--- config.mk ---
export PLATFORM = sky130hd
export DESIGN_NAME = instruction_fetch_flat
export DESIGN_NICKNAME = d
export VERILOG_FILES = /design/src/rtl/instruction_fetch_if.sv /design/src/rtl/instruction_fetch.sv /design/src/flat_wrapper.sv
export SDC_FILE = /design/constraint.sdc
export NUM_CORES = 1
export LEC_CHECK = 0
export CORE_MARGIN = 2
export CORE_UTILIZATION = 38
export CTS_CLUSTER_DIAMETER = 30
export DETAILED_ROUTE_END_ITERATION = 6
export GPL_TIMING_DRIVEN = 0
export MAX_ROUTING_LAYER = met4
export PLACE_DENSITY = 0.77
export SYNTH_ARGS = -nofsm -noshare
export SYNTH_HDL_FRONTEND = slang
export SYNTH_SLANG_ARGS = --single-unit
--- constraint.sdc ---
create_clock -name Clk -period 1.4 [get_ports Clk]
set_input_delay 0.28 -clock Clk [delete_from_list [all_inputs] [get_ports Clk]]
set_output_delay 0.28 -clock Clk [all_outputs]
set_load 0.05 [all_outputs]
--- src/rtl/instruction_fetch_if.sv ---
// Fetch-stage bus bundle.
// Groups the memory fetch port (pc / instrIn), the hazard and branch controls
// (stall, redirect, redirectTarget) and the IF/ID pipeline register outputs.
//   master : the fetch stage itself
//   slave  : its environment (memory, hazard unit, decode)
interface instruction_fetch_if #(
  parameter int n = 32,
  parameter int m = 6
);
  logic [m-1:0] pc;
  logic [n-1:0] instrIn;
  logic         stall;
  logic         redirect;
  logic [m-1:0] redirectTarget;
  logic [n-1:0] ifidInstr;
  logic [m-1:0] ifidPc;
  logic         ifidValid;
  logic         halted;

  modport master (
    output pc, ifidInstr, ifidPc, ifidValid, halted,
    input  instrIn, stall, redirect, redirectTarget
  );

  modport slave (
    input  pc, ifidInstr, ifidPc, ifidValid, halted,
    output instrIn, stall, redirect, redirectTarget
  );
endinterface

--- src/rtl/instruction_fetch.sv ---
// Instruction-fetch stage.
// Drives the fetch address of an asynchronous-read memory and latches the
// returned word into the IF/ID register. Handles hazard stalls, branch/jump
// redirects and the end-of-program word (opcode all ones), after which it
// issues drainCycles bubbles and then parks in a sticky halted state.
// Ports:
//   Clk  : clock, all state on posedge
//   Rst  : synchronous active-high reset
//   bus  : instruction_fetch_if master (pc, instrIn, stall, redirect,
//          redirectTarget, ifidInstr, ifidPc, ifidValid, halted)
// Every output comes straight from a flop.
module instruction_fetch #(
  parameter int n           = 32,
  parameter int m           = 6,
  parameter int drainCycles = 4
) (
  input  logic                 Clk,
  input  logic                 Rst,
  instruction_fetch_if.master  bus
);

  typedef enum logic [1:0] {sRun, sDrain, sHalted} fetchStateT;

  typedef struct packed {
    logic [n-1:0] instr;
    logic [m-1:0] pcPlus1;
    logic         valid;
  } ifidT;

  localparam logic [5:0]   HaltOp    = 6'b111111;
  localparam logic [2:0]   DrainLast = 3'(drainCycles);
  localparam logic [m-1:0] PcOne     = m'(1);

  fetchStateT   state, stateNext;
  logic [m-1:0] pcQ, pcNext;
  ifidT         ifidQ, ifidNext;
  logic [2:0]   cntQ, cntNext;
  logic         haltedQ, haltedNext;

  logic         isHalt;
  logic [m-1:0] pcInc;
  logic [2:0]   cntInc;

  assign isHalt = (bus.instrIn[n-1 -: 6] == HaltOp);
  assign pcInc  = pcQ + PcOne;   // m-bit add, wraps at 2^m
  assign cntInc = cntQ + 3'd1;

  // State register
  always_ff @(posedge Clk) begin
    if (Rst) state <= sRun;
    else     state <= stateNext;
  end

  // Next-state logic
  always_comb begin
    stateNext = state;
    case (state)
      sRun: begin
        if (bus.redirect)              stateNext = sRun;
        else if (!bus.stall && isHalt) stateNext = sDrain;
      end
      sDrain: begin
        // A redirect here means the halt word was on a wrong path.
        if (bus.redirect)                           stateNext = sRun;
        else if (!bus.stall && cntInc == DrainLast) stateNext = sHalted;
      end
      sHalted: stateNext = sHalted;
      default: stateNext = sRun;
    endcase
  end

  // Output / datapath next values
  always_comb begin
    pcNext     = pcQ;
    ifidNext   = ifidQ;
    cntNext    = cntQ;
    haltedNext = haltedQ;
    case (state)
      sRun, sDrain: begin
        if (bus.redirect) begin
          // Squash: bubble keeps the old ifidPc, redirect beats stall.
          pcNext         = bus.redirectTarget;
          ifidNext.instr = '0;
          ifidNext.valid = 1'b0;
          cntNext        = 3'd0;
        end else if (!bus.stall) begin
          if (state == sRun) begin
            ifidNext = '{instr: bus.instrIn, pcPlus1: pcInc, valid: 1'b1};
            cntNext  = 3'd0;
            // PC parks on the halt word so a later redirect is the only way on.
            if (!isHalt) pcNext = pcInc;
          end else begin
            ifidNext.instr = '0;
            ifidNext.valid = 1'b0;
            cntNext        = cntInc;
            if (cntInc == DrainLast) haltedNext = 1'b1;
          end
        end
      end
      sHalted: begin
        ifidNext.instr = '0;
        ifidNext.valid = 1'b0;
        haltedNext     = 1'b1;
      end
      default: ;
    endcase
  end

  always_ff @(posedge Clk) begin
    if (Rst) begin
      pcQ     <= '0;
      ifidQ   <= '0;
      cntQ    <= 3'd0;
      haltedQ <= 1'b0;
    end else begin
      pcQ     <= pcNext;
      ifidQ   <= ifidNext;
      cntQ    <= cntNext;
      haltedQ <= haltedNext;
    end
  end

  assign bus.pc        = pcQ;
  assign bus.ifidInstr = ifidQ.instr;
  assign bus.ifidPc    = ifidQ.pcPlus1;
  assign bus.ifidValid = ifidQ.valid;
  assign bus.halted    = haltedQ;

endmodule

--- src/flat_wrapper.sv ---
// flat-port wrapper written by rule: the top's interface ports become plain ports
module instruction_fetch_flat 
#(
  parameter int n           = 32,
  parameter int m           = 6,
  parameter int drainCycles = 4
)
  (Clk, Rst, bus_pc, bus_ifidInstr, bus_ifidPc, bus_ifidValid, bus_halted, bus_instrIn, bus_stall, bus_redirect, bus_redirectTarget);
  instruction_fetch_if #(.n(n), .m(m)) bus_i ();
  input  logic Clk;
  input  logic Rst;
  output wire logic [$bits(bus_i.pc)-1:0] bus_pc;
  output wire logic [$bits(bus_i.ifidInstr)-1:0] bus_ifidInstr;
  output wire logic [$bits(bus_i.ifidPc)-1:0] bus_ifidPc;
  output wire logic [$bits(bus_i.ifidValid)-1:0] bus_ifidValid;
  output wire logic [$bits(bus_i.halted)-1:0] bus_halted;
  input wire logic [$bits(bus_i.instrIn)-1:0] bus_instrIn;
  input wire logic [$bits(bus_i.stall)-1:0] bus_stall;
  input wire logic [$bits(bus_i.redirect)-1:0] bus_redirect;
  input wire logic [$bits(bus_i.redirectTarget)-1:0] bus_redirectTarget;
  assign bus_pc = bus_i.pc;
  assign bus_ifidInstr = bus_i.ifidInstr;
  assign bus_ifidPc = bus_i.ifidPc;
  assign bus_ifidValid = bus_i.ifidValid;
  assign bus_halted = bus_i.halted;
  assign bus_i.instrIn = bus_instrIn;
  assign bus_i.stall = bus_stall;
  assign bus_i.redirect = bus_redirect;
  assign bus_i.redirectTarget = bus_redirectTarget;
  instruction_fetch #(.n(n), .m(m), .drainCycles(drainCycles)) u_core (.Clk(Clk), .Rst(Rst), .bus(bus_i));
endmodule
==> results.md, run 1 <==
- Area fraction of the dominant cell type after synthesis: 49.28%
- Mapped Nets: 262
- CP required: 1.60 ns
- Die H: 77.84 µm
- Latest clock arrival within the worst-skew pair: 0.31 ns
- GP Congestion: 0.9052
- Delay-heaviest family, CP: simple AND/OR/NAND/NOR gates
- Global-route wire length before repair: 9356 µm
- Routed Antenna Nets: 0
- Area occupied by multi-input gates: 1051 µm²
- Final Cycle Share: 100.2%
- Count of cell types in the netlist: 45
- Slowest Stage Delay on Critical Path: 0.38 ns
- IO Port Bufs: 86
- Sequential cell area: 1037 µm²
- H-tree Lvls: 2
- Largest net degree at the start of global routing: 17
- Post-synth top cells: 51 x dfxtp_1, 46 x nor2_1, 34 x a22oi_1
- GRT overflow: 0
- Total CTS buffers: 5
- Post-layout nets: 361
- Final hold vios: 0
- Main flop type after synthesis: dfxtp_1
- Leak: 1.244 nW
- Hold slack: 0.3707 ns
- Slew Limit Fails: 0
- Share of cells above drive strength 1: 33.12%
- Combinational family with the most area after synthesis: compound AO/OA/AOI/OAI gates
- Flops & latches, synth: 51
- Compound-Gate Fraction of Synth Area: 22.34%
- Cell taking the most area after synthesis: dfxtp_1
- Placement Cell Area: 3032 µm²
- Crit path cell chain: nor2b_1 > or3_4 > o311ai_4 > o41ai_2
- Slew @ Worst Pin: 0.4768 ns
- P&R area growth vs syn: 63.59%
- Initial DRC count: 143
- Detailed Routing Iterations Pass 1: 4
- Pwr dens: 944.3 nW/µm²
- Initial antenna violation count: 0
- Status: finished, violations left
- Final setup viols: 1
- Hold Path Class: primary input to flop
- Clock tree root buffer cell: clkbuf_8
- Post-Syn Instances: 217
- Vias/cell: 5.142
- CP bufs+invs: 0
- Clock sink count: 51
- Dominant cells by area after synthesis: dfxtp_1 49%, a22oi_1 12%, nor2_1 8.3%, mux2i_1 1.9%, a211oi_2 1.8%
- Final worst slack: -0.002119 ns
- XOR/XNOR Fraction of Synth Area: 1.691%
- # IOs: 88
- DR WL/cell: 15.15 µm
- Mapped cell area: 2072 µm²
- Maxcap violations: 0
- Critical-path top delay cell: dfxtp_4
- Critical path peak fanout: 5
- Violated checks: negative setup slack
- Mean Syn Cell Area: 9.548 µm²
- Antenna Cells: 0
- Post-synth EDFFs: 0
- Asr flop ratio synth: 0%
- Initial core utilization: 40.06%
- Simple-gate share of the synthesized area: 17.03%
- Remaining DRCs: 0
- Adder-cell share of the synthesized area: 1.812%
- Clock Skews: 0.01321 ns
- Post-route cell area: 3390 µm²
- Most common cell in the synthesized netlist: dfxtp_1
- Crit path DAT: 1.60 ns
- Tmin final: 1.402 ns
- Slew headroom: 68.21%
- Clock buffer depth: 2
- RSZ-0062 raised after global routing: true
- Core ar.: 5172 µm²
- Worst-path clk slew: 0.10 ns
- VDD IR-drop max: 582.6 µV
- Fill cells: 423
- All-Layer GR Usage: 19.71%
- Max Clock Freq: 713.2 MHz
- FP Rows: 26
- TritonCTS clock tree: yes
- Multiplexer share of the synthesized area: 2.476%
- Seq/Total Area, Yosys: 49.28%
- Post-detail-place hpwl: 3993 µm
- DR vias: 1,990
- Vias in the first global route: 1,984
- Post-Route WL: 5864 µm
- Yosys warns: 0
- Die width: 77.84 µm
- Die area: 6059 µm²
- Critical path endpoint category: flop
- Kind of critical path: flop to flop
- Crit start category: flop
per-stage QoR:
step | TNS [ns] | util (%) | setup WS, ns | std cells | total power [W]
global placement | -27.91 | 58.61 | -0.6407 | 373 | 0.002228
finish | -0.002119 | 65.53 | -0.002119 | 387 | 0.003201
CTS | 0 | 63.01 | 0.004780 | 384 | 0.003177
detailed placement | -28.02 | 58.61 | -0.6631 | 373 | 0.002233
floorplan | 0 | - | 0.0009356 | 217 | 0.001954
global route | -0.06222 | 65.53 | -0.04345 | 387 | 0.003328
layout make-up:
cell class                      count  area share, %
Multi-Input combinational cell    145          31.01
Sequential cell                    51          30.60
Timing Repair Buffer               92          27.91
Buffer                             16          4.171
Clock buffer                        6          2.769
Tap cell                           70          2.584
Inverter                            5         0.5537
Clock inverter                      2         0.4061
worst register-to-register path: cells and delay by family (launching register included):
| family | cells | cell delay, ns |
|---|---|---|
| and+or+nand+nor | 2 | 0.55 |
| DFF | 1 | 0.38 |
| AOI/OAI and AO/OA | 2 | 0.36 |
where the power goes:
part | switching, W | internal (W)
registers | 0.0000458 | 0.00151
logic | 0.000392 | 0.000287
clock network | 0.000510 | 0.000461
path summary, 6_finish.rpt:
kind,startpoint,endpoint,slack [ns],depth (start not counted)
worst max-delay path,u_core.state[0]$_SDFFE_PP0P_,u_core.bus.pc[3]$_SDFFE_PP0P_,-0.002,4
worst min register to register,u_core.bus.halted$_SDFFE_PP0P_,u_core.bus.halted$_SDFFE_PP0P_,0.47,2
worst min-delay path,bus_instrIn[27],u_core.bus.ifidInstr[27]$_SDFFE_PP0P_,0.37,3
worst max register to register,u_core.state[0]$_SDFFE_PP0P_,u_core.bus.pc[3]$_SDFFE_PP0P_,-0.002,4
metal layers:
| layer | vias up | global-route usage [%] | part of all wire [%] |
|---|---|---|---|
| met4 | 0 | 6.964 | 2.0 |
| met2 | 65 | 32.33 | 49 |
| met3 | 10 | 4.419 | 4.9 |
| li1 | 981 | - | - |
| met5 | - | - | 0 |
| met1 | 934 | 23.78 | 44 |
timing repair:
action                                  4_1_cts  5_1_grt
gates resized for setup                     162       36
pin swaps                                     4        2
cloned                                        0        2
endpoints found under the setup margin       96       31
setup buffers                                 3        1
hold buffers                                  0        0
logic make-up after synthesis:
group	Yosys count
adders and majority gates	3
muxes	5
AOI/OAI and AO/OA	62
and+or+nand+nor	71
buffers and inverters	21
DFF	51
xor gates and xnor gates	4
state kept, by name (all words and copies together) (netlist names):
name and flops:
u_core.bus.ifidValid 1, u_core.cntQ 3, u_core.bus.ifidPc 6, u_core.state 2
u_core.bus.ifidInstr 32, u_core.bus.pc 6, u_core.bus.halted 1
placed cells by master (no fill, tap or decap), drive strengths merged, types with 5 or more instances in the layout:
cell type,n
a22oi,34
inv,5
clkdlybuf4s50,32
dlygate4sd2,6
buf,18
clkbuf,15
nor2,46
dfxtp,51
clkdlybuf4s15,43
a21oi,7
No activity file was read; power rests on OpenSTA's default activity.
==> run 2: changes to the inputs <==
ABC_CLOCK_PERIOD_IN_PS = 1450   (was default)
CORE_UTILIZATION = 42   (was 38)
PLACE_DENSITY = 0.8   (was 0.77)
clock period = 1.45 ns   (was 1.4 ns; I/O delays follow)
==> results.md, run 2 (synthesized netlist as in run 1, its figures left out) <==
- Status: finished, final reports clean
- Initial antenna violation count: 0
- # IOs: 88
- Metal2 WL: 2667 µm
- Final hold vios: 0
- Latest clock arrival within the worst-skew pair: 0.30 ns
- R2R setup slack: 0.04 ns
- Final Util: 65.89%
- RR Startpoint: u_core.state[1]$_SDFFE_PP0P_
- TritonCTS clock tree: yes
- Slew headroom: 67.29%
- IO Port Bufs: 86
- Post-Route WL: 5588 µm
- Post-detail-place hpwl: 3960 µm
- Top sig layer: met4
- H-tree Lvls: 2
- Initial DRC count: 118
- Final setup viols: 0
- Total CTS buffers: 5
- Sequential cell area: 1027 µm²
- Worst slack, placed: -0.6295 ns
- Total Power: 0.003008 W
- VDD IR-drop max: 682.8 µV
- FP Rows: 25
- Final Cycle Share: 97.00%
- Crit path cell chain: buf_6 > mux2_4 > buf_2 > a22oi_1 > nor2_1
- Hold depth: 3
- P&R area growth vs syn: 51.21%
- Crit path DAT: 1.59 ns
- All-Layer GR Usage: 21.27%
- Combinational Power Share: 20.5%
- Kind of critical path: flop to flop
- Slew Limit Fails: 0
- Pwr dens: 960.1 nW/µm²
- Clock sink count: 51
- Initial core utilization: 43.58%
- Crit start category: flop
- Most common cell after layout, fill and taps aside: dfxtp_1
- Pint: 0.002139 W
- Sequential share of power: 49.9%
- Vias/cell: 5.224
- Critical path peak fanout: 10
- Clock Skews: 0.005291 ns
- Critical path endpoint category: flop
- Die area: 5511 µm²
- Metal-1 WL: 2546 µm
- Slew @ Worst Pin: 0.4906 ns
- Maxcap violations: 0
- Worst-path clk slew: 0.09 ns
- DR vias: 2,006
- Post-route cell area: 3133 µm²
- Final worst slack: 0.04354 ns
- Tmin final: 1.406 ns
- Core ar.: 4755 µm²
- Metal3 WL: 321 µm
- Vias in the first global route: 1,872
- Max Clock Freq: 711.0 MHz
- Fill cells: 406
- Reg2reg path depth: 5
- Area occupied by multi-input gates: 989.7 µm²
- GRT overflow: 0
- Clock buffer depth: 2
- Placement Cell Area: 3022 µm²
- Largest net degree at the start of global routing: 16
- Die H: 74.24 µm
- CP required: 1.63 ns
- Hold Path Class: primary input to flop
- Global-route wire length before repair: 8790 µm
- Critical-path top delay cell: dfxtp_1
- Die width: 74.24 µm
- Power share of the clock group: 29.7%
- Slowest Stage Delay on Critical Path: 0.35 ns
- Leak: 1.223 nW
- Net Switching: 0.0008691 W
- HP Start: bus_instrIn[28]
- Remaining DRCs: 0
- Max reg flops: 32
- DR WL/cell: 14.55 µm
- RSZ-0062 raised after global routing: true
- R2r endpoint: u_core.bus.ifidInstr[14]$_SDFFE_PP0P_
- Clock tree root buffer cell: clkbuf_8
- Routed Antenna Nets: 0
- WHS Endpoint: u_core.bus.ifidInstr[28]$_SDFFE_PP0P_
- Detailed Routing Iterations Pass 1: 4
- Commonest non-fill, non-tap cells in the layout: 46 x dfxtp_1, 45 x nor2_1, 33 x a22oi_1, 32 x clkdlybuf4s50_1, 26 x clkbuf_2
- Share of cells above drive strength 1: 29.34%
- Post-layout nets: 361
- GP Congestion: 0.9396
- Antenna Cells: 0
- Sw Ratio: 28.89%
run 2: cell count changes in the layout (fill, tap and decap cells not counted), sizes merged:
| cell | before | now |
|---|---|---|
| clkdlybuf4s15 | 43 | 21 |
| dlygate4sd2 | 6 | 8 |
| clkinvlp | 0 | 1 |
| buf | 18 | 16 |
| clkbuf | 15 | 38 |
| clkinv | 2 | 0 |
run 2: worst max-delay path, delay by kind of cell (launching register included):
family / cells / cell delay, ns
flip-flops: 1 / 0.35
buffers and inverters: 2 / 0.36
AO/OA/AOI/OAI: 1 / 0.17
AND/OR/NAND/NOR: 1 / 0.06
multiplexers: 1 / 0.35
run 2: worst max path at each step:
| stage | cells past startpoint | startpoint | slack, ns | end |
|---|---|---|---|---|
| floorplan | 5 | u_core.bus.pc[0]$_SDFFE_PP0P_ | 0.01 | u_core.bus.pc[4]$_SDFFE_PP0P_ |
| global placement | 5 | bus_stall | -0.58 | u_core.bus.pc[5]$_SDFFE_PP0P_ |
| detailed placement | 5 | bus_stall | -0.63 | u_core.bus.pc[5]$_SDFFE_PP0P_ |
| CTS | 1 | u_core.bus.ifidInstr[18]$_SDFFE_PP0P_ | 0.0005 | bus_ifidInstr[18] |
| global route | 5 | u_core.state[1]$_SDFFE_PP0P_ | -0.0005 | u_core.bus.ifidInstr[14]$_SDFFE_PP0P_ |
| finish | 5 | u_core.state[1]$_SDFFE_PP0P_ | 0.04 | u_core.bus.ifidInstr[14]$_SDFFE_PP0P_ |
run 2: final cells by class:
type	instances	area share, %
Inverter	5	0.5990
Buffer	16	3.594
Multi-Input combinational cell	145	31.59
Tap cell	67	2.676
Clock inverter	1	0.2396
Clock buffer	7	3.075
Sequential cell	51	32.79
Timing Repair Buffer	92	25.44
run 2: metrics by stage:
stage	setup TNS, ns	hold WS [ns]	cells
floorplan	0	0.4526	217
global placement	-23.99	0.4355	370
detailed placement	-25.16	0.4425	370
CTS	0	0.4022	381
global route	-0.0005318	0.4293	384
finish	0	0.4137	384
run 2: timing repair:
item	in CTS	in global routing
gates resized for setup	134	36
pin swaps	4	1
hold endpoints to repair	0	0
hold buffers	0	0
gates cloned	0	0
endpoints found under the setup margin	95	69
buffers inserted	3	3
run 2: power by group through the flow:
stage	clock, W	combinational, W	sequential (W)
final	0.000893	0.000616	0.00150
after global routing	0.000946	0.000655	0.00151
after CTS	0.000907	0.000617	0.00150
after detailed placement	0	0.000626	0.00153
after global placement	0	0.000620	0.00153
after floorplan	0	0.000180	0.00171
run 2: routing by layer:
layer / vias to the layer above / track usage (%)
li1: 990 / -
met1: 943 / 27.20
met2: 66 / 33.93
met3: 7 / 4.336
met4: 0 / 6.746
met5: - / -
==> RTL change (flow settings as in run 1) <==
The 3 states of `fetchStateT` get a one-hot encoding in 3 bits.
--- a/src/rtl/instruction_fetch.sv
+++ b/src/rtl/instruction_fetch.sv
@@ -19,7 +19,7 @@
   instruction_fetch_if.master  bus
 );
 
-  typedef enum logic [1:0] {sRun, sDrain, sHalted} fetchStateT;
+  typedef enum logic [2:0] {sRun = 3'b001, sDrain = 3'b010, sHalted = 3'b100} fetchStateT;
 
   typedef struct packed {
     logic [n-1:0] instr;
Formal check against the unedited RTL: same outputs for any inputs over 10 cycles, from zero or initial values and one cycle with Rst high; not proved beyond that.
==> RTL change against run 1 <==
  * The run still ends with setup timing left
  * Total power rose by 11%
  * Sequential cell count increased by 1
  * Synthesized area up 20%
  * Design area increased by 25%
  * First-iteration DRC count up 3.5%
  * Critical path depth up 1
  * Wire length grew 27%
  * Setup slack lost 100 ps
  * Critical path type unchanged
  * Critical endpoint is now u_core.bus.pc[4]
==> RTL change: results <==
[run_status]
status = "complete, but fails checks"
violations = "setup timing"

[critical_path]
critical_path.max_fanout = 5
reg2reg_depth = 5
critPathSlowestCell = "dfxtp_4"
cp_data_arrival_time_ps = 1670
crit_family = "compound AO/OA/AOI/OAI gates"
cp_slowest_stage_delay_ps = 430

[power]
peakVddDrop_uv = 523
p_leak_nw = 1.52

[synthesis]
synth_warnings = 0
synth_common_cells = "dfxtp_1, a22oi_2, nor2_2, nor2_1"
synth_area_leaders = "dfxtp_1, a22oi_2, nor2_2"
yosysUniqueCellTypes = 45
synth_nets = 280
synthArstFlopShare_pct = 0
yosysSeqAreaShare_pct = 41.9
syn_avg_cell_area_sq_um = 10.6

[finish]
diodes = 0
largest_reg_flops = 32
n_fill_cell = 442
drive_gt1_share_pct = 56.5
final_nets = 396

[timing]
finalSetupViolCount = 22
finalClockSkew_ps = 2.88
worst_pin_slew_ps = 599
setup_slack_ps = -102

[global_route]
grt_start_max_net_pins = 17
grt_use_total_pct = 20.0
grt_first_pass_wirelength_microns = 11300
antenna_found_initial = 0

[detailed_routing]
wirelength_microns = 7430
wire_per_inst_microns = 17.3
first_iter_violations = 148
drt_first_pass_iters = 5
dr_total_vias = 2319

[clocking]
htreeDepth = 2
root_buffer = "clkbuf_8"
cts_made_buffers = 5
clk_pin_slew_ps = 100
clk_latency_ps = 310
clk_path_buf_depth = 2

[placed_design]
post-place-ws_ps = -633
port_buffers = 87
routabilityCongestion = 0.847
place_hpwl_microns = 4440

[min_path]
min_path_cells = 3
min_path_type = "primary input to flip-flop"
## RTL change: metrics by stage
stage	instance area [sq um]	setup TNS, ps	total power [mW]
finish	4240	-661	3.55
global route	4240	-2840	3.67
CTS	4080	-1080	3.53
detailed placement	3460	-27080	2.39
global placement	3460	-26810	2.38
floorplan	2500	0	2.08
## RTL change: kinds of logic after synthesis
group | count (synthesis) | share of synthesized area [%]
xor gates and xnor gates | 6 | 2.87
adders and majority gates | 3 | 1.51
AOI/OAI and AO/OA | 68 | 27.7
muxes | 2 | 0.806
buffers and inverters | 22 | 7.11
and+or+nand+nor | 82 | 18.1
DFF | 52 | 41.9
## RTL change: worst reg2reg max path, delay by kind of cell (launching register included)
family | cells | cell delay [ps]
DFF | 1 | 430
AOI/OAI and AO/OA | 3 | 570
buffers and inverters | 1 | 140
xor gates and xnor gates | 1 | 230
## RTL change: metal layers
layer  track usage (%)  wire, microns
met5                 -              0
met4              5.05             59
met3              4.86            510
met2              33.6           3800
met1              24.4           3060
## RTL change: power by group
group,total (mW),switching [mW],internal [mW]
clock,1.06,0.526,0.532
sequential,1.58,0.0519,1.53
combinational,0.907,0.490,0.417
total,3.55,1.07,2.48
## RTL change: layout make-up
class                      instances  area, sq um  share of cell area, %
multi-input combinational        161         1460                   34.4
clock buffer                       5         68.8                   1.62
inverter                           4         15.0                  0.354
clock inverter                     3         41.3                  0.973
buffer                            16          218                   5.13
timing repair buffer             111         1270                   30.1
sequential                        52         1070                   25.2
tap                               77         96.3                   2.27
## RTL change: final timing paths
kind / to / slack [ps] / start
worst max-delay path: u_core.bus.pc[4] / -100 / u_core.state[0]
worst min-delay path: u_core.bus.ifidInstr[29] / 390 / bus_instrIn[29]
worst max register to register: u_core.bus.pc[4] / -100 / u_core.state[0]
worst min register to register: u_core.bus.halted / 470 / u_core.bus.halted
## RTL change: what timing repair did
item,CTS,global route
pin swaps,23,16
setup buffers,12,5
resized for setup,200,39
cloned,6,2
hold buffers,0,0
setup endpoints to repair,95,55
